===== src/rtl/ram_cmd_sequencer.sv =====
// ram_cmd_sequencer: accepts LOAD (single RAM write) and SCAN (burst of
// address reads) commands, tracks outstanding reads with a latency-matched
// tag pipeline and buffers returned data in a small response FIFO.
// Issue is credit-limited so the FIFO can never overflow.
// Optional feature: define RAM_SEQ_PARITY_EN to add o_rsp_par, the XOR of
// the stored response byte and bit, captured per FIFO entry at push.
module ram_cmd_sequencer #(
  parameter int RD_LAT    = 2,
  parameter int RSP_DEPTH = 4
) (
  input  logic        i_clk,
  input  logic        i_rst,
  input  logic        i_cmd_valid,
  output logic        o_cmd_ready,
  input  logic        i_cmd_op,
  input  logic [63:0] i_cmd_data,
  input  logic [5:0]  i_cmd_start,
  input  logic [5:0]  i_cmd_len,
  output logic [5:0]  o_ram_add,
  output logic [63:0] o_ram_data,
  output logic        o_ram_wr,
  input  logic [7:0]  i_ram_byte,
  input  logic        i_ram_bit,
  output logic        o_rsp_valid,
  input  logic        i_rsp_ready,
  output logic [7:0]  o_rsp_byte,
  output logic        o_rsp_bit,
  output logic        o_rsp_last,
`ifdef RAM_SEQ_PARITY_EN
  output logic        o_rsp_par,
`endif
  output logic        o_busy
);

  localparam int PW = $clog2(RSP_DEPTH);
  localparam int CW = PW + 1;

  typedef enum logic [1:0] {S_IDLE, S_LOAD, S_ISSUE, S_DRAIN} state_t;

  state_t            r_state;
  logic [5:0]        r_ram_add;
  logic [63:0]       r_ram_data;
  logic              r_ram_wr;
  logic [5:0]        r_cnt;
  logic [5:0]        r_len;

  logic [RD_LAT-1:0] r_tag_vld;
  logic [RD_LAT-1:0] r_tag_last;
  logic [CW-1:0]     r_inflight;

  logic [7:0]        r_fifo_byte [RSP_DEPTH];
  logic [RSP_DEPTH-1:0] r_fifo_bit;
  logic [RSP_DEPTH-1:0] r_fifo_last;
`ifdef RAM_SEQ_PARITY_EN
  logic [RSP_DEPTH-1:0] r_fifo_par;
`endif
  logic [PW-1:0]     r_wr_ptr;
  logic [PW-1:0]     r_rd_ptr;
  logic [CW-1:0]     r_fifo_cnt;

  logic              w_credit_ok;
  logic              w_issue;
  logic              w_issue_last;
  logic              w_push;
  logic              w_pop;
  logic              w_empty;
  logic [RD_LAT:0]   w_vld_chain;
  logic [RD_LAT:0]   w_last_chain;

  // A read may only be issued while reads in flight plus buffered responses
  // leave room in the FIFO; the tag leaving the pipeline marks returned data.
  assign w_credit_ok  = ({1'b0, r_inflight} + {1'b0, r_fifo_cnt}) < (CW+1)'(RSP_DEPTH);
  assign w_issue      = (r_state == S_ISSUE) && w_credit_ok;
  assign w_issue_last = w_issue && (r_cnt == r_len);
  assign w_push       = r_tag_vld[RD_LAT-1];
  assign w_empty      = (r_fifo_cnt == '0);
  assign w_pop        = !w_empty && i_rsp_ready;
  assign w_vld_chain  = {r_tag_vld, w_issue};
  assign w_last_chain = {r_tag_last, w_issue_last};

  assign o_cmd_ready  = (r_state == S_IDLE);
  assign o_ram_add    = r_ram_add;
  assign o_ram_data   = r_ram_data;
  assign o_ram_wr     = r_ram_wr;
  assign o_busy       = (r_state != S_IDLE) || (r_inflight != '0);
  assign o_rsp_valid  = !w_empty;
  assign o_rsp_byte   = w_empty ? 8'h00 : r_fifo_byte[r_rd_ptr];
  assign o_rsp_bit    = w_empty ? 1'b0  : r_fifo_bit[r_rd_ptr];
  assign o_rsp_last   = w_empty ? 1'b0  : r_fifo_last[r_rd_ptr];
`ifdef RAM_SEQ_PARITY_EN
  assign o_rsp_par    = w_empty ? 1'b0  : r_fifo_par[r_rd_ptr];
`endif

  // Command FSM: accepts commands in IDLE, pulses the write for LOAD and
  // walks the SCAN address range (wrapping mod 64) under credit control.
  always_ff @(posedge i_clk) begin
    if (!i_rst) begin
      r_state    <= S_IDLE;
      r_ram_add  <= '0;
      r_ram_data <= '0;
      r_ram_wr   <= 1'b0;
      r_cnt      <= '0;
      r_len      <= '0;
    end else begin
      r_ram_wr <= 1'b0;
      case (r_state)
        S_IDLE: begin
          if (i_cmd_valid) begin
            if (i_cmd_op) begin
              r_state   <= S_ISSUE;
              r_ram_add <= i_cmd_start;
              r_len     <= i_cmd_len;
              r_cnt     <= '0;
            end else begin
              r_state    <= S_LOAD;
              r_ram_data <= i_cmd_data;
              r_ram_wr   <= 1'b1;
            end
          end
        end
        S_LOAD: r_state <= S_IDLE;
        S_ISSUE: begin
          if (w_issue) begin
            r_cnt <= r_cnt + 6'd1;
            if (w_issue_last) r_state <= S_DRAIN;
            else              r_ram_add <= r_ram_add + 6'd1;
          end
        end
        S_DRAIN: if (r_inflight == '0) r_state <= S_IDLE;
        default: r_state <= S_IDLE;
      endcase
    end
  end

  // Tag pipeline aligned to the RAM read latency, plus in-flight read count.
  always_ff @(posedge i_clk) begin
    if (!i_rst) begin
      r_tag_vld  <= '0;
      r_tag_last <= '0;
      r_inflight <= '0;
    end else begin
      r_tag_vld  <= w_vld_chain[RD_LAT-1:0];
      r_tag_last <= w_last_chain[RD_LAT-1:0];
      r_inflight <= r_inflight + CW'(w_issue) - CW'(w_push);
    end
  end

  // Response FIFO: captures returned data when a tag exits, pops on handshake.
  always_ff @(posedge i_clk) begin
    if (!i_rst) begin
      r_wr_ptr   <= '0;
      r_rd_ptr   <= '0;
      r_fifo_cnt <= '0;
    end else begin
      if (w_push) begin
        r_fifo_byte[r_wr_ptr] <= i_ram_byte;
        r_fifo_bit[r_wr_ptr]  <= i_ram_bit;
        r_fifo_last[r_wr_ptr] <= r_tag_last[RD_LAT-1];
`ifdef RAM_SEQ_PARITY_EN
        r_fifo_par[r_wr_ptr]  <= ^{i_ram_byte, i_ram_bit};
`endif
        r_wr_ptr <= r_wr_ptr + PW'(1);
      end
      if (w_pop) r_rd_ptr <= r_rd_ptr + PW'(1);
      r_fifo_cnt <= r_fifo_cnt + CW'(w_push) - CW'(w_pop);
    end
  end

endmodule


===== config.mk =====
export PLATFORM = sky130hd
export DESIGN_NAME = ram_cmd_sequencer
export DESIGN_NICKNAME = d
export VERILOG_FILES = /design/src/rtl/ram_cmd_sequencer.sv
export SDC_FILE = /design/constraint.sdc
export NUM_CORES = 1
export LEC_CHECK = 0
export CAP_MARGIN = 0
export CORE_UTILIZATION = 35
export DETAILED_ROUTE_END_ITERATION = 10
export SYNTH_ARGS = -nofsm -noshare
export SYNTH_HDL_FRONTEND = slang
export SYNTH_SLANG_ARGS = --single-unit

===== constraint.sdc =====
create_clock -name i_clk -period 3.5 [get_ports i_clk]
set_input_delay 0.35 -clock i_clk [delete_from_list [all_inputs] [get_ports i_clk]]
set_output_delay 0.35 -clock i_clk [all_outputs]
set_load 0.01 [all_outputs]

==> results of run 1 <==
-- worst paths after layout --
| kind | startpoint | endpoint | slack, ns |
|---|---|---|---|
| hold reg to reg | r_tag_vld[0] | r_tag_vld[1] | 0.43 |
| setup / recovery | flop | o_rsp_byte[1] | 0.81 |
| hold / removal | r_tag_vld[0] | r_tag_vld[1] | 0.43 |
| setup reg to reg | r_fifo_cnt[1] | r_fifo_cnt[2] | 0.90 |
-- through the flow --
stage	worst slack [ns]	hold slack, ns	util [%]	cell area [µm²]
6_report	0.808	0.429	52.8	8120
5_1_grt	0.694	0.442	52.8	8120
4_1_cts	0.737	0.428	52.8	8120
3_5_place_dp	0.908	0.420	48.7	7480
3_3_place_gp	1.03	0.414	48.7	7480
2_1_floorplan	1.30	0.412	-	5580
-- power by group through the flow --
stage	combinational (mW)	sequential (mW)	clock (mW)
after floorplan	0.603	1.93	0
after global placement	1.08	1.96	0
after detailed placement	1.09	1.96	0
after CTS	1.10	1.93	1.94
after global routing	1.19	1.95	2.01
final	1.08	1.93	1.89
-- layer usage --
| layer | global-route usage [%] | up-vias | part of all wire, % |
|---|---|---|---|
| met5 | 0 | - | 0 |
| met4 | 7.68 | 0 | 1.5 |
| met3 | 8.18 | 16 | 9.6 |
| met2 | 28.1 | 150 | 45 |
| met1 | 21.3 | 2101 | 44 |
| li1 | - | 2209 | - |
-- synthesized netlist by cell type, drive strengths merged --
master / n / area [µm²]
and2: 17 / 106
nand2b: 2 / 12.5
o21ai: 4 / 20.0
xnor2: 16 / 140
nor4: 3 / 18.8
nand3b: 1 / 7.51
nor3: 6 / 40.0
a31o: 1 / 8.76
a21oi: 76 / 380
buf: 5 / 35.0
xor2: 1 / 8.76
fa: 2 / 40.0
nor2b: 1 / 13.8
clkbuf: 27 / 101
and4bb: 1 / 12.5
nand4: 2 / 12.5
or3: 1 / 6.26
o211ai: 3 / 22.5
and3: 4 / 25.0
ha: 12 / 150
nor4b: 3 / 32.5
clkinv: 1 / 3.75
dfxtp: 101 / 2020
nand3: 9 / 57.6
or4: 3 / 22.5
inv: 11 / 41.3
edfxtp: 40 / 1200
mux2i: 9 / 90.1
nor3b: 2 / 15.0
or2: 2 / 15.0
nor2: 29 / 109
o31ai: 1 / 7.51
a211oi: 2 / 15.0
nand2: 144 / 541
mux4: 10 / 225
a2bb2oi: 1 / 15.0
-- registers in the layout, indices dropped and copies added (netlist names), named ones only --
| signal | count |
|---|---|
| o_ram_add | 6 |
| o_ram_data | 64 |
| o_ram_wr | 1 |
| r_cnt | 6 |
| r_fifo_bit | 4 |
| r_fifo_byte | 32 |
| r_fifo_cnt | 3 |
| r_fifo_last | 4 |
| r_inflight | 3 |
| r_len | 6 |
| r_rd_ptr | 2 |
| r_state | 2 |
| r_tag_last | 2 |
| r_tag_vld | 2 |
| r_wr_ptr | 2 |
-- kinds of logic (layout without fill, tap and decap cells) --
logic type / count (synthesis) / count (layout) / share of synthesized area, %
AOI/OAI and AO/OA: 88 / 88 / 8.42
buffers and inverters: 44 / 222 / 3.25
xor gates and xnor gates: 17 / 17 / 2.67
and+or+nand+nor: 230 / 230 / 18.8
DFF: 141 / 141 / 57.8
adders and majority gates: 14 / 14 / 3.41
muxes: 19 / 19 / 5.66
-- cell usage in the layout, fill, tap and decap left out, types with 3 or more instances in the layout --
cell	instances
nor4_1	3
and3_1	4
mux2i_1	9
or4_1	3
o211ai_1	3
ha_1	12
clkinv_2	4
inv_1	11
o21ai_0	3
a21oi_1	76
nor3_1	4
xnor2_1	16
and2_1	17
mux4_2	10
nand3_1	8
edfxtp_1	40
nand2_1	144
dfxtp_1	101
nor2_1	29
buf_4	5
clkbuf_16	20
clkdlybuf4s50_1	173
-- critical path, stage by stage, from the launching register on --
cell	delay [ns]
dfxtp_1	0.69
mux4_2	0.58
and2_1	0.18
clkdlybuf4s50_1	0.48
-- layout make-up --
type	instances	area share, %
Sequential cell	141	39.7
Multi-Input combinational cell	368	26.8
Timing Repair Buffer	178	21.8
Clock buffer	21	6.34
Tap cell	211	3.25
Clock inverter	11	1.51
Inverter	12	0.555
==> results.md, run 1 <==
* Outcome: finished clean
* CP arrival at 2.34 ns
* Die extent in x at 128 µm
* RSZ-0062 raised after global routing: false
* Routed vias at 4476
* Area of the multi-input gates at 0.00218 mm²
* Clock root cell: clkbuf_16
* # DRC at 0
* TritonCTS clock tree: done
* Routed vias/inst at 4.75
* Core area at 0.0154 mm²
* Syn Nets at 657
* P per Cell Area at 604 mW/mm²
* # nets final at 822
* Initial Util at 36.3%
* Non-filler cells, final at 942
* Kind of critical path: reg2out
* Vias in the first global route at 4486
* Setup bufs post-CTS at 0
* IO buf count at 173
* Hold path depth at 1
* Slew HR at 51.3%
* Peak VDD IR at 0.000327 V
* Initial antenna violation count at 0
* CP max FO at 8
* Tcrit/Tclk final at 76.9%
* I/O pins at 174
* Starting DRC count in detailed routing at 221
* Synth Cell Area at 0.00558 mm²
* Reg clk slew, reported paths at 0.06 ns
* Layout area overhead at 45.6%
* Clock buffer depth at 2
* Die ar. at 0.0164 mm²
* HPWL after detailed placement at 9740 µm
* Placer congestion estimate at 0.745
* Remaining global-route overflow at 0
* Fillcell total at 1394
* Pint at 3.60 mW
* Worst skew pair latency at 0.42 ns
* Max Slew Vio Count at 0
* ANT cells at 0
* Sequential share of power at 39.3%
* ANT nets after route at 0
* Netlist cell types at 43
* Largest net degree at the start of global routing at 66
* H-Tree Depth at 4
* Sw power at 1.30 mW
* Final Power at 4.90 mW
* Sw frac at 26.6%
* Critical Path Source Type: flop
* Worst min path class: reg2reg
* 1st-pass router iterations at 4
* Chip height at 128 µm
* First-pass GRT wire length at 22600 µm
* Yosys warning total at 0
* Reg area at 0.00322 mm²
* DR WL/cell at 15.0 µm
* CTS buffer count at 17
* Mapped Avg Cell Area at 10.1 µm²
* # setup viols final at 0
* Max Fclk at 371 MHz
* CTS sink count at 141
* CP endpoint kind: output pin
* Seq/Total Area, Yosys at 57.8%
* Lkg Pwr at 2.86 nW
* Comb power frac at 22.0%
* Clock group share of total power at 38.6%
* Yosys reg bits at 141
* Synth Instances at 553
* Worst EP required at 3.15 ns
* Post-CTS Resized at 0
* Setup TNS Final at 0 ns
* Final Critical Period at 2.69 ns
* R2R depth at 9
* Hold-fix buffers, CTS at 0
* Rows at 45
* Fin. Hold Viols at 0
* Post-Place Cells at 910
* Drt total wl at 14100 µm
* Max cap viols at 0
* Fin Clk Skew at 0.00786 ns
* Slew at the pin closest to its max-slew limit at 0.724 ns
* Share of cells above drive strength 1 at 7.93%
* Total GRT Usage at 18.0%
Power figures use the tool's default switching activity.
==> inputs of run 2 (changes only) <==
- PLACE_DENSITY: default -> 0.65
- clock period: 3.5 -> 2.45 ns (I/O delays scaled with it)
==> run 2 against run 1 <==
Effect of this change: via count is 0.69% higher; clock-buffer cell count unchanged; die area is the same; combinational power up 55%; global-route usage down 0.67 points; critical path depth rose by 6; core utilization increased by 0.78 points; first-iteration DRC count down 21%; sequential share of layout area is 0.53 points lower; hold slack lost 0.057 ns; cell area rose by 1.5%; clock skew grew 0.0040 ns; largest cell class unchanged; largest power group unchanged; highest routed layer is now met5.
==> results.md, run 2 (synthesis gave the netlist of run 1 again) <==
* Reg-to-reg endpoint: r_fifo_cnt[2]
* Starting DRC count in detailed routing at 175 (-21%)
* Critical Path Source Type: flop
* CTS buffer count at 17 (unchanged)
* Rows at 45 (unchanged)
* Setup bufs post-CTS at 0 (unchanged)
* Outcome: finished clean
* Max Fclk at 428 MHz
* Fin Clk Skew at 0.0119 ns (+0.00400 ns)
* Max Slew Vio Count at 0 (unchanged)
* Die ar. at 0.0164 mm² (unchanged)
* # nets final at 835 (+1.6%)
* Slew HR at 69.5% (+18 points)
* ANT cells at 0 (unchanged)
* # DRC at 0 (unchanged)
* Largest net degree at the start of global routing at 66 (unchanged)
* CTS sink count at 141 (unchanged)
* Clock buffer depth at 2 (unchanged)
* Fin. Hold Viols at 0 (unchanged)
* Chip height at 128 µm (unchanged)
* Non-filler cells, final at 955 (+1.4%)
* Hold_sp: i_cmd_data[44]
* Die extent in x at 128 µm (unchanged)
* 1st-pass router iterations at 4 (unchanged)
* CP max FO at 4 (-4)
* RSZ-0062 raised after global routing: false
* Dpl cell area at 0.00761 mm² (+1.8%)
* Routed vias/inst at 4.72 (-0.68%)
* Placer congestion estimate at 0.782 (+5.0%)
* R2R depth at 9 (unchanged)
* TritonCTS clock tree: done
* CP arrival at 2.64 ns (+0.30 ns)
* Remaining global-route overflow at 0 (unchanged)
* Share of cells above drive strength 1 at 9.54% (+1.6 points)
* Worst EP required at 2.76 ns (-0.39 ns)
* ANT nets after route at 0 (unchanged)
* Vias in the first global route at 4457 (-0.65%)
* R2R Setup Slk at 0.11 ns (-0.79 ns)
* Final Cell Area at 0.00824 mm² (+1.5%)
* I/O pins at 174 (unchanged)
* P per Cell Area at 853 mW/mm² (+41%)
* Routed vias at 4507 (+0.69%)
* Setup TNS Final at 0 ns (unchanged)
* Initial Util at 36.3% (unchanged)
* Slew at the pin closest to its max-slew limit at 0.456 ns (-0.268 ns)
* Hold endpoint: o_ram_data[44]
* Worst min path class: in2reg
* # setup viols final at 0 (unchanged)
* Post-Place Cells at 923 (+1.4%)
* Peak VDD IR at 0.000555 V (+70%)
* Reg clk slew, reported paths at 0.06 ns (about the same)
* Initial antenna violation count at 1 (+1)
* Drt total wl at 13700 µm (-3.0%)
* DR WL/cell at 14.3 µm (-4.3%)
* HPWL after detailed placement at 9810 µm (+0.72%)
* First-pass GRT wire length at 21700 µm (-4.0%)
* H-Tree Depth at 4 (unchanged)
* IO buf count at 173 (unchanged)
* Tcrit/Tclk final at 95.4%
* Core area at 0.0154 mm² (unchanged)
* Worst skew pair latency at 0.42 ns (about the same)
* Layout area overhead at 47.7%
* Kind of critical path: reg2reg
* Final Power at 7.03 mW (+43%)
* Max cap viols at 0 (unchanged)
* Total GRT Usage at 17.3% (-0.67 points)
* Most common cell after layout, fill and taps aside: clkdlybuf4s50_1
* Hold path depth at 3 (+2)
* R2R Path Start: r_fifo_cnt[1]
* Commonest cells after routing, fill and taps aside: clkdlybuf4s50_1 (173), nand2_1 (144), dfxtp_1 (100)
* Clock root cell: clkbuf_16
* CP endpoint kind: flop
* Largest register FFs at 64 (unchanged)
* Final Critical Period at 2.34 ns
* Lkg Pwr at 2.93 nW (+2.4%)
[run 2: power by group]
| group | leakage, nW | total [mW] | internal (mW) | switching [mW] |
|---|---|---|---|---|
| registers | 1.18 | 2.72 | 2.57 | 0.155 |
| logic | 1.45 | 1.67 | 0.960 | 0.712 |
| clock network | 0.298 | 2.63 | 1.68 | 0.954 |
| total | 2.93 | 7.03 | 5.21 | 1.82 |
[run 2: layer usage]
layer / global-route usage, % / up-vias / wire [µm]
met3: 9.72 / 15 / 1500
met4: 6.71 / 2 / 205
met1: 19.4 / 2097 / 5580
met5: 0 / - / 12
met2: 27.3 / 156 / 6400
li1: - / 2237 / -
[run 2: repair_timing]
item / in CTS / in global routing
gates resized for setup: 1 / 2
hold buffers: 0 / 0
hold endpoints to repair: 0 / 0
setup endpoints to repair: 5 / 2
[run 2: worst max path at each step]
stage	from	depth (start not counted)	to
after CTS	flop	4	o_rsp_byte[0]
after global routing	r_fifo_cnt[1]	9	r_fifo_cnt[2]
after detailed placement	r_fifo_cnt[1]	9	r_fifo_cnt[2]
after global placement	r_fifo_cnt[1]	9	r_fifo_cnt[2]
after floorplan	r_fifo_cnt[1]	9	r_fifo_cnt[2]
final	r_fifo_cnt[1]	9	r_fifo_cnt[2]
[run 2: through the flow]
stage	setup WS (ns)	hold WS [ns]	util, %
3_3_place_gp	0.199	0.419	49.5
2_1_floorplan	0.246	0.344	-
3_5_place_dp	0.0845	0.421	49.5
6_report	0.114	0.373	53.6
4_1_cts	0.0575	0.352	53.5
5_1_grt	0.00138	0.358	53.6
[run 2: final cells by class]
| type | count | area, µm² |
|---|---|---|
| Clock buffer | 21 | 472 |
| Clock inverter | 11 | 139 |
| Fill cell | 1332 | 7140 |
| Inverter | 12 | 45.0 |
| Multi-Input combinational cell | 368 | 2180 |
| Sequential cell | 141 | 3230 |
| Tap cell | 211 | 264 |
| Timing Repair Buffer | 191 | 1900 |
[run 2: worst max-delay path: stages, from the launching register on]
cell and delay [ns]:
dfxtp_1 0.35, or3_1 0.41, and2_1 0.21, ha_1 0.28, inv_1 0.04, ha_1 0.18
fa_1 0.40, xnor2_2 0.16, xnor2_1 0.14, nor2_1 0.05
